File: src/rtl/muldiv_unit.sv
// Iterative RV32M multiply/divide unit for the EX stage.
// Radix-2 shift-add multiply and restoring divide operate on magnitudes; the sign is fixed up in a final cycle.
module muldiv_unit #(
  parameter int N = 32
) (
  input  logic         clk,
  input  logic         rst_n,
  input  logic         start,
  input  logic [2:0]   funct3,
  input  logic [N-1:0] A,
  input  logic [N-1:0] B,
  input  logic         flush,
  output logic         busy,
  output logic         stall,
  output logic         done,
  output logic [N-1:0] result
);

  localparam int CW = $clog2(N);

  typedef enum logic [1:0] {IDLE, CALC, FIX, DONE} state_e;

  state_e         state_q, state_d;
  logic [CW-1:0]  cnt_q, cnt_d;
  logic [N-1:0]   a_q, a_d, b_q, b_d;
  logic [2:0]     op_q, op_d;
  logic           spec_q, spec_d;
  logic [N-1:0]   hi_q, hi_d, lo_q, lo_d;
  logic [N-1:0]   result_q, result_d;

  // MUL/MULH/MULHSU/DIV/REM treat rs1 as signed; only MUL/MULH/DIV/REM treat rs2 as signed.
  function automatic logic a_signed(input logic [2:0] f);
    return (f == 3'b000) || (f == 3'b001) || (f == 3'b010) || (f == 3'b100) || (f == 3'b110);
  endfunction

  function automatic logic b_signed(input logic [2:0] f);
    return (f == 3'b000) || (f == 3'b001) || (f == 3'b100) || (f == 3'b110);
  endfunction

  // Magnitudes of the incoming operands, used to seed the datapath on accept.
  logic         in_neg_a, in_neg_b, in_spec;
  logic [N-1:0] in_mag_a, in_mag_b;

  always_comb begin
    in_neg_a = a_signed(funct3) & A[N-1];
    in_neg_b = b_signed(funct3) & B[N-1];
    in_mag_a = in_neg_a ? (~A + 1'b1) : A;
    in_mag_b = in_neg_b ? (~B + 1'b1) : B;
    in_spec  = funct3[2] && ((B == '0) ||
               (!funct3[0] && (A == {1'b1, {(N-1){1'b0}}}) && (B == '1)));
  end

  // Latched operand signs/magnitudes feed the iteration and the fix-up.
  logic         neg_a, neg_b;
  logic [N-1:0] mag_a, mag_b;

  always_comb begin
    neg_a = a_signed(op_q) & a_q[N-1];
    neg_b = b_signed(op_q) & b_q[N-1];
    mag_a = neg_a ? (~a_q + 1'b1) : a_q;
    mag_b = neg_b ? (~b_q + 1'b1) : b_q;
  end

  // One iteration: hi holds the partial product / partial remainder, lo the multiplier / dividend bits.
  logic [N:0] mul_sum, div_rs, div_diff;

  always_comb begin
    mul_sum  = {1'b0, hi_q} + (lo_q[0] ? {1'b0, mag_a} : '0);
    div_rs   = {hi_q, lo_q[N-1]};
    div_diff = div_rs - {1'b0, mag_b};
  end

  logic [2*N-1:0] prod;
  logic [N-1:0]   quo, rem, fix_res;

  always_comb begin
    prod    = {hi_q, lo_q};
    quo     = lo_q;
    rem     = hi_q;
    fix_res = '0;
    if (neg_a ^ neg_b) prod = ~prod + 1'b1;
    if (neg_a ^ neg_b) quo  = ~quo + 1'b1;
    if (neg_a)         rem  = ~rem + 1'b1;
    if (spec_q) begin
      // Divide-by-zero and signed overflow have architecturally fixed results.
      if (b_q == '0) fix_res = op_q[1] ? a_q : '1;
      else           fix_res = op_q[1] ? '0  : a_q;
    end else if (!op_q[2]) begin
      fix_res = (op_q[1:0] == 2'b00) ? prod[N-1:0] : prod[2*N-1:N];
    end else begin
      fix_res = op_q[1] ? rem : quo;
    end
  end

  always_comb begin
    state_d  = state_q;
    cnt_d    = cnt_q;
    a_d      = a_q;
    b_d      = b_q;
    op_d     = op_q;
    spec_d   = spec_q;
    hi_d     = hi_q;
    lo_d     = lo_q;
    result_d = result_q;
    if (flush) begin
      state_d = IDLE;
    end else begin
      unique case (state_q)
        IDLE: begin
          if (start) begin
            a_d     = A;
            b_d     = B;
            op_d    = funct3;
            spec_d  = in_spec;
            cnt_d   = '0;
            hi_d    = '0;
            lo_d    = funct3[2] ? in_mag_a : in_mag_b;
            state_d = in_spec ? FIX : CALC;
          end
        end
        CALC: begin
          if (!op_q[2]) begin
            hi_d = mul_sum[N:1];
            lo_d = {mul_sum[0], lo_q[N-1:1]};
          end else if (!div_diff[N]) begin
            hi_d = div_diff[N-1:0];
            lo_d = {lo_q[N-2:0], 1'b1};
          end else begin
            hi_d = div_rs[N-1:0];
            lo_d = {lo_q[N-2:0], 1'b0};
          end
          cnt_d = cnt_q + 1'b1;
          if (cnt_q == CW'(N-1)) state_d = FIX;
        end
        FIX: begin
          result_d = fix_res;
          state_d  = DONE;
        end
        DONE: state_d = IDLE;
        default: state_d = IDLE;
      endcase
    end
  end

  always_ff @(posedge clk or negedge rst_n) begin
    if (!rst_n) begin
      state_q  <= IDLE;
      cnt_q    <= '0;
      a_q      <= '0;
      b_q      <= '0;
      op_q     <= '0;
      spec_q   <= 1'b0;
      hi_q     <= '0;
      lo_q     <= '0;
      result_q <= '0;
    end else begin
      state_q  <= state_d;
      cnt_q    <= cnt_d;
      a_q      <= a_d;
      b_q      <= b_d;
      op_q     <= op_d;
      spec_q   <= spec_d;
      hi_q     <= hi_d;
      lo_q     <= lo_d;
      result_q <= result_d;
    end
  end

  assign busy   = (state_q != IDLE);
  assign done   = (state_q == DONE);
  assign stall  = start | busy;
  assign result = result_q;

endmodule

File: config.mk
export PLATFORM = sky130hd
export DESIGN_NAME = muldiv_unit
export DESIGN_NICKNAME = d
export VERILOG_FILES = /design/src/rtl/muldiv_unit.sv
export SDC_FILE = /design/constraint.sdc
export NUM_CORES = 1
export LEC_CHECK = 0
export CORE_MARGIN = 3
export CORE_UTILIZATION = 47
export CTS_CLUSTER_DIAMETER = 150
export DETAILED_ROUTE_END_ITERATION = 8
export MAX_ROUTING_LAYER = met4
export PLACE_DENSITY_LB_ADDON = 0.08
export SYNTH_ARGS = -nofsm -noshare
export SYNTH_HDL_FRONTEND = slang
export SYNTH_SLANG_ARGS = --single-unit
File: constraint.sdc
create_clock -name clk -period 11.83 [get_ports clk]
set_input_delay 2.9575 -clock clk [delete_from_list [all_inputs] [get_ports clk]]
set_output_delay 2.9575 -clock clk [all_outputs]
set_load 0.03 [all_outputs]
* Word-level counts from Yosys, hierarchy flattened
Index checks and enable logic that the tools add are counted.
Operators by class: add/subtract/negate cells 10, eq/ne operators 17, muxes and demuxes 31, bitwise operators 14, reductions and logical operators 29
Operators with widths (count):
- two-way mux 32 bit | 20
- adder 32 x 1 -> 32 bit (second input constant) | 6
- NOT 32 bit | 6
- case mux 32 bit (2 select lines) | 2
- adder 64 x 1 -> 64 bit (second input constant) | 1
- == test 32 bit (second input constant) | 2
- zero test 32 bit | 2
- two-way mux 64 bit | 1
- NOT 64 bit | 1
- adder 32 x 32 -> 33 bit | 1
- subtractor 33 x 32 -> 33 bit | 1
- logical OR 1 bit | 13
- == test 3 bit (second input constant) | 4
- case mux 5 bit (2 select lines) | 1
- two-way mux 2 bit | 4
- case mux 2 bit (4 select lines) | 1
- == test 3 x 1 -> 1 bit (second input constant) | 2
- == test 3 x 2 -> 1 bit (second input constant) | 2
- zero test 3 bit | 2
- inequality test 3 bit (second input constant) | 2
- AND reduction 3 bit | 2
- adder 5 x 1 -> 5 bit (second input constant) | 1
- == test 5 bit (second input constant) | 1
- two-way mux 5 bit | 1
- other kinds (13) | 22
Storage, ports and cells: register bits after elaboration 171, bits of input ports 71, output and inout port bits 35, logic and storage cells 110

* Depth between registers and ports, before layout
depth after elaboration 11, gate-level depth with buffers 22, gate-level depth less buffers 20

* Worst setup path before layout
No wires, ideal clock.
kind in2out, from input port start, to output port stall, data arrival time 3.234 ns, required time 8.873 ns, slack 5.638 ns, stages on the path 1, buffers on the path 0, cells stage by stage nand2b_1
Between the ends: cells in the longest elaborated chain, start to end 1
RTL lines:
- from (decl) | line 8 | input logic start,
- OR 1 bit | line 171 | assign stall = start | busy;
- to (decl) | line 14 | output logic stall,
No other way between the ends.

* Worst setup path after layout
Same ends and word-level chain as after synthesis.

==> impl_metrics.prom <==
# TYPE chip_impl_metric gauge
chip_impl_info{name="status",value="completed"} 1
chip_impl_metric{name="ctsHtreeMaxLevel",unit=""} 4
chip_impl_metric{name="chipWidth",unit="um"} 195
chip_impl_metric{name="routedWlPerCell",unit="um"} 24.8
chip_impl_metric{name="tightestPinTransition",unit="ns"} 1.21
chip_impl_info{name="synth-main-ff-cell",value="sky130_fd_sc_hd__dfrtp_1"} 1
chip_impl_metric{name="ffs_latches_synth",unit=""} 171
chip_impl_info{name="critical_path.most_common_cell",value="sky130_fd_sc_hd__clkdlybuf4s50_1"} 1
chip_impl_metric{name="tritoncts.num_buffers",unit=""} 17
chip_impl_metric{name="worst_stage_delay_on_the_critical_path",unit="ns"} 0.67
chip_impl_metric{name="cts_setup_buffers",unit=""} 0
chip_impl_info{name="path_cells",value="clkdlybuf4s50_1, nand2b_1, clkdlybuf4s50_1"} 1
chip_impl_metric{name="drt_first_iter_violations",unit=""} 1595
chip_impl_metric{name="dr.pass1.iters",unit=""} 5
chip_impl_metric{name="fin_total_pwr",unit="mW"} 6.48
chip_impl_metric{name="maxCapViolations",unit=""} 0
chip_impl_metric{name="synth_enable_flop_cells",unit=""} 0
chip_impl_info{name="tritoncts",value="built"} 1
chip_impl_metric{name="ys_warn_count",unit=""} 0
chip_impl_metric{name="final_period_minus_worst_setup_slack",unit="ns"} 7.22
chip_impl_metric{name="setup_tns",unit="ns"} 0
chip_impl_metric{name="initial_core_util",unit=""} 0.481
chip_impl_metric{name="finalWorstSetupSlack",unit="ns"} 4.61
chip_impl_metric{name="grtUsageTotal",unit=""} 0.343
chip_impl_metric{name="synth_largest_type_area_fraction",unit=""} 0.255
chip_impl_metric{name="synthArstFlopShare",unit=""} 1.00
chip_impl_metric{name="clock_latency",unit="ns"} 0.47
chip_impl_metric{name="core_region_area",unit="mm2"} 0.0349
chip_impl_info{name="synth_area_leader_cell",value="sky130_fd_sc_hd__dfrtp_1"} 1
chip_impl_metric{name="seq_area_frac_synth",unit=""} 0.255
chip_impl_metric{name="timing.final.max_slew_violations",unit=""} 0
chip_impl_metric{name="postCtsResizedCells",unit=""} 0
chip_impl_metric{name="wire_length_of_the_first_global_routing_pass",unit="um"} 97900
chip_impl_metric{name="worst_r2r_path_depth",unit=""} 18
chip_impl_metric{name="dpl.hpwl",unit="um"} 49600
chip_impl_metric{name="std_cell_rows",unit=""} 68
chip_impl_metric{name="finalSetupViolCount",unit=""} 0
chip_impl_metric{name="pin_count_of_the_biggest_net_entering_global_routing",unit=""} 98
chip_impl_info{name="clock-root-buffer",value="sky130_fd_sc_hd__clkbuf_16"} 1
chip_impl_metric{name="syn_nets",unit=""} 2267
chip_impl_metric{name="finish.net_count",unit=""} 2278
chip_impl_metric{name="numPlacedInstances",unit=""} 2564
chip_impl_metric{name="post_synthesis_compound_gate_area_fraction",unit=""} 0.246
chip_impl_metric{name="slew_headroom",unit=""} 0.194
chip_impl_metric{name="static-leakage-power",unit="nW"} 7.73
chip_impl_metric{name="i_o_pins",unit=""} 106
chip_impl_metric{name="avgViaCountPerCell",unit=""} 6.48
chip_impl_metric{name="share_of_cells_above_drive_strength_1",unit=""} 0.0691
chip_impl_info{name="worstSetupStartpointType",value="input pin"} 1
chip_impl_metric{name="cts-hold-fix-buffers",unit=""} 0
chip_impl_metric{name="synth_area",unit="mm2"} 0.0168
chip_impl_metric{name="worst-path-max-fanout",unit=""} 3
chip_impl_metric{name="timing_hold_violations_final",unit=""} 0
chip_impl_info{name="setup_repair_after_global_routing_missed_its_margin",value="no"} 1
chip_impl_metric{name="whs_path_depth",unit=""} 2
chip_impl_metric{name="fin_crit_sh",unit=""} 0.610
chip_impl_info{name="holdCritPathClass",value="flop to flop"} 1
chip_impl_info{name="post_synth_main_area_contributors",value="sky130_fd_sc_hd__dfrtp_1 (25%), sky130_fd_sc_hd__xor2_1 (7.1%), sky130_fd_sc_hd__xnor2_1 (6.1%)"} 1
chip_impl_metric{name="first_global_vias",unit=""} 16100
chip_impl_metric{name="detailroute.via_count",unit=""} 16800
chip_impl_metric{name="io_buffer_count",unit=""} 105
chip_impl_metric{name="nFillCells",unit=""} 3381
chip_impl_info{name="crit_path_end_kind",value="output port"} 1
chip_impl_metric{name="synthesis.instances",unit=""} 2117
chip_impl_info{name="slowest_stage",value="sky130_fd_sc_hd__clkdlybuf4s50_1"} 1
chip_impl_info{name="worst_hold_startpoint",value="cnt_q[4]$_DFFE_PN0P_"} 1
chip_impl_metric{name="vertical_extent_of_the_die",unit="um"} 195
chip_impl_metric{name="synthMuxAreaShare",unit=""} 0.0774
chip_impl_metric{name="worst-endpoint-arrival",unit="ns"} 4.26
chip_impl_metric{name="max-clock-path-buffers",unit=""} 2
chip_impl_info{name="crit-reg2reg-launch",value="b_q[9]$_DFFE_PN0P_"} 1
chip_impl_metric{name="achievable-frequency",unit="GHz"} 0.139
chip_impl_metric{name="synth_cell_types",unit=""} 67
chip_impl_metric{name="avgSynthCellArea",unit="um2"} 7.93
chip_impl_info{name="yosys.cell_count.top_type",value="sky130_fd_sc_hd__nor2_1"} 1
chip_impl_info{name="min_to",value="cnt_q[4]$_DFFE_PN0P_"} 1
chip_impl_metric{name="numClockSinks",unit=""} 171
chip_impl_metric{name="antenna_found_initial",unit=""} 2
chip_impl_metric{name="clkSlewWorstSetupHoldPaths",unit="ns"} 0.07
chip_impl_metric{name="drc",unit=""} 0
chip_impl_metric{name="postLayoutCoreUtil",unit=""} 0.536
chip_impl_metric{name="design.die.area",unit="mm2"} 0.0380
chip_impl_metric{name="rrSetupSlack",unit="ns"} 5.86
chip_impl_metric{name="grt_remaining_overflow",unit=""} 0
chip_impl_metric{name="post_synth_and_or_nand_nor_area_fraction",unit=""} 0.172
chip_impl_info{name="combinational_family_with_the_most_area_after_synthesis",value="compound AO/OA/AOI/OAI gates"} 1
chip_impl_metric{name="detailedPlace.worstSlack",unit="ns"} 4.61
chip_impl_info{name="synth.top_cells.by_count",value="sky130_fd_sc_hd__nor2_1 (205), sky130_fd_sc_hd__o21ai_0 (201), sky130_fd_sc_hd__a21oi_1 (192), sky130_fd_sc_hd__nand2_1 (183), sky130_fd_sc_hd__dfrtp_1 (171)"} 1
chip_impl_metric{name="drt.antenna.violating_nets",unit=""} 0
chip_impl_metric{name="synth-adder-area-share",unit=""} 0.0759
chip_impl_metric{name="layout.cells.non_filler",unit=""} 2597
chip_impl_metric{name="power.density",unit="mW/mm2"} 346
chip_impl_metric{name="clk_skew",unit="ns"} 0.0114
chip_impl_metric{name="postRouteWirelength",unit="um"} 64400
chip_impl_metric{name="synth_xor_area_frac",unit=""} 0.133
chip_impl_metric{name="finalWeightedCongestion",unit=""} 1.01
chip_impl_metric{name="worst-endpoint-required",unit="ns"} 8.87
chip_impl_info{name="worst-setup-path-type",value="input pin to output port"} 1
chip_impl_metric{name="vdd.ir_drop.worst",unit="mV"} 0.208
chip_impl_info{name="worst_reg2reg_endpoint",value="hi_q[5]$_DFFE_PN0P_"} 1
chip_impl_metric{name="area_delta_synth_final",unit="%"} 11.5
-- layout by cell type, fill, tap and decap left out, types with 34 or more instances in the layout --
cell / count
sky130_fd_sc_hd__nor3_1: 34
sky130_fd_sc_hd__clkdlybuf4s50_1: 103
sky130_fd_sc_hd__xnor2_1: 117
sky130_fd_sc_hd__xor2_1: 136
sky130_fd_sc_hd__nor2_1: 205
sky130_fd_sc_hd__o21ai_0: 201
sky130_fd_sc_hd__mux2i_1: 49
sky130_fd_sc_hd__inv_1: 41
sky130_fd_sc_hd__ha_1: 77
sky130_fd_sc_hd__mux2_2: 71
sky130_fd_sc_hd__nand2_1: 183
sky130_fd_sc_hd__a21oi_1: 192
sky130_fd_sc_hd__dfrtp_1: 170
sky130_fd_sc_hd__a21o_1: 39
-- critical path, delay by kind of cell --
| family | cells | cell delay, ns |
|---|---|---|
| buf+inv | 2 | 1.16 |
| simple gates | 1 | 0.14 |
-- state kept, by name, indices dropped and copies added (netlist names), 2 cells and up --
name     count
b_q         32
cnt_q        5
result      32
op_q         3
state_q      2
a_q         32
hi_q        32
lo_q        32
-- metal layers --
layer | part of all wire | up-vias | GRT usage
li1 | - | 7715 | -
met1 | 0.44 | 8246 | 0.464
met2 | 0.44 | 715 | 0.510
met3 | 0.070 | 154 | 0.0547
met4 | 0.049 | 0 | 0.150
met5 | 0 | - | -
-- where the power goes --
part,total (mW),switching (mW),internal (mW)
clock,0.628,0.283,0.345
sequential,1.43,0.590,0.835
combinational,4.43,2.71,1.71
-- how the worst max path moves through the flow --
stage,start,slack (ns),to,depth (start not counted)
after detailed placement,start,4.61,stall,3
final,start,4.61,stall,3
after CTS,start,4.60,stall,3
after global routing,start,4.55,stall,3
after global placement,start,4.62,stall,3
after floorplan,start,5.64,stall,1
-- stage by stage --
| step | instance area [um2] | hold slack (ns) |
|---|---|---|
| 5_1_grt | 18700 | 0.528 |
| 2_1_floorplan | 16800 | 0.445 |
| 3_3_place_gp | 18100 | 0.457 |
| 3_5_place_dp | 18100 | 0.467 |
| 4_1_cts | 18700 | 0.483 |
| 6_report | 18700 | 0.485 |
-- kinds of logic (layout without fill, tap and decap cells) --
| family | after synthesis | after routing |
|---|---|---|
| flip-flops | 171 | 171 |
| AND/OR/NAND/NOR | 617 | 617 |
| multiplexers | 121 | 121 |
| adder cells (fa/ha/maj) | 106 | 106 |
| XOR/XNOR | 254 | 254 |
| other | 0 | 1 |
| AO/OA/AOI/OAI | 668 | 668 |
| buffers and inverters | 180 | 204 |
-- final cells by class --
class                   instances  area [um2]  share of cell area
diodes                          1        2.50            0.000134
clock buffers                  19         443              0.0237
clock inverters                13         178             0.00950
inverters                      43         161             0.00863
multi-input cells            1766       11900               0.633
flip-flops and latches        171        4280               0.229
well taps                     455         569              0.0304
repair buffers                129        1230              0.0656
No activity file was read; power rests on OpenSTA's default activity.
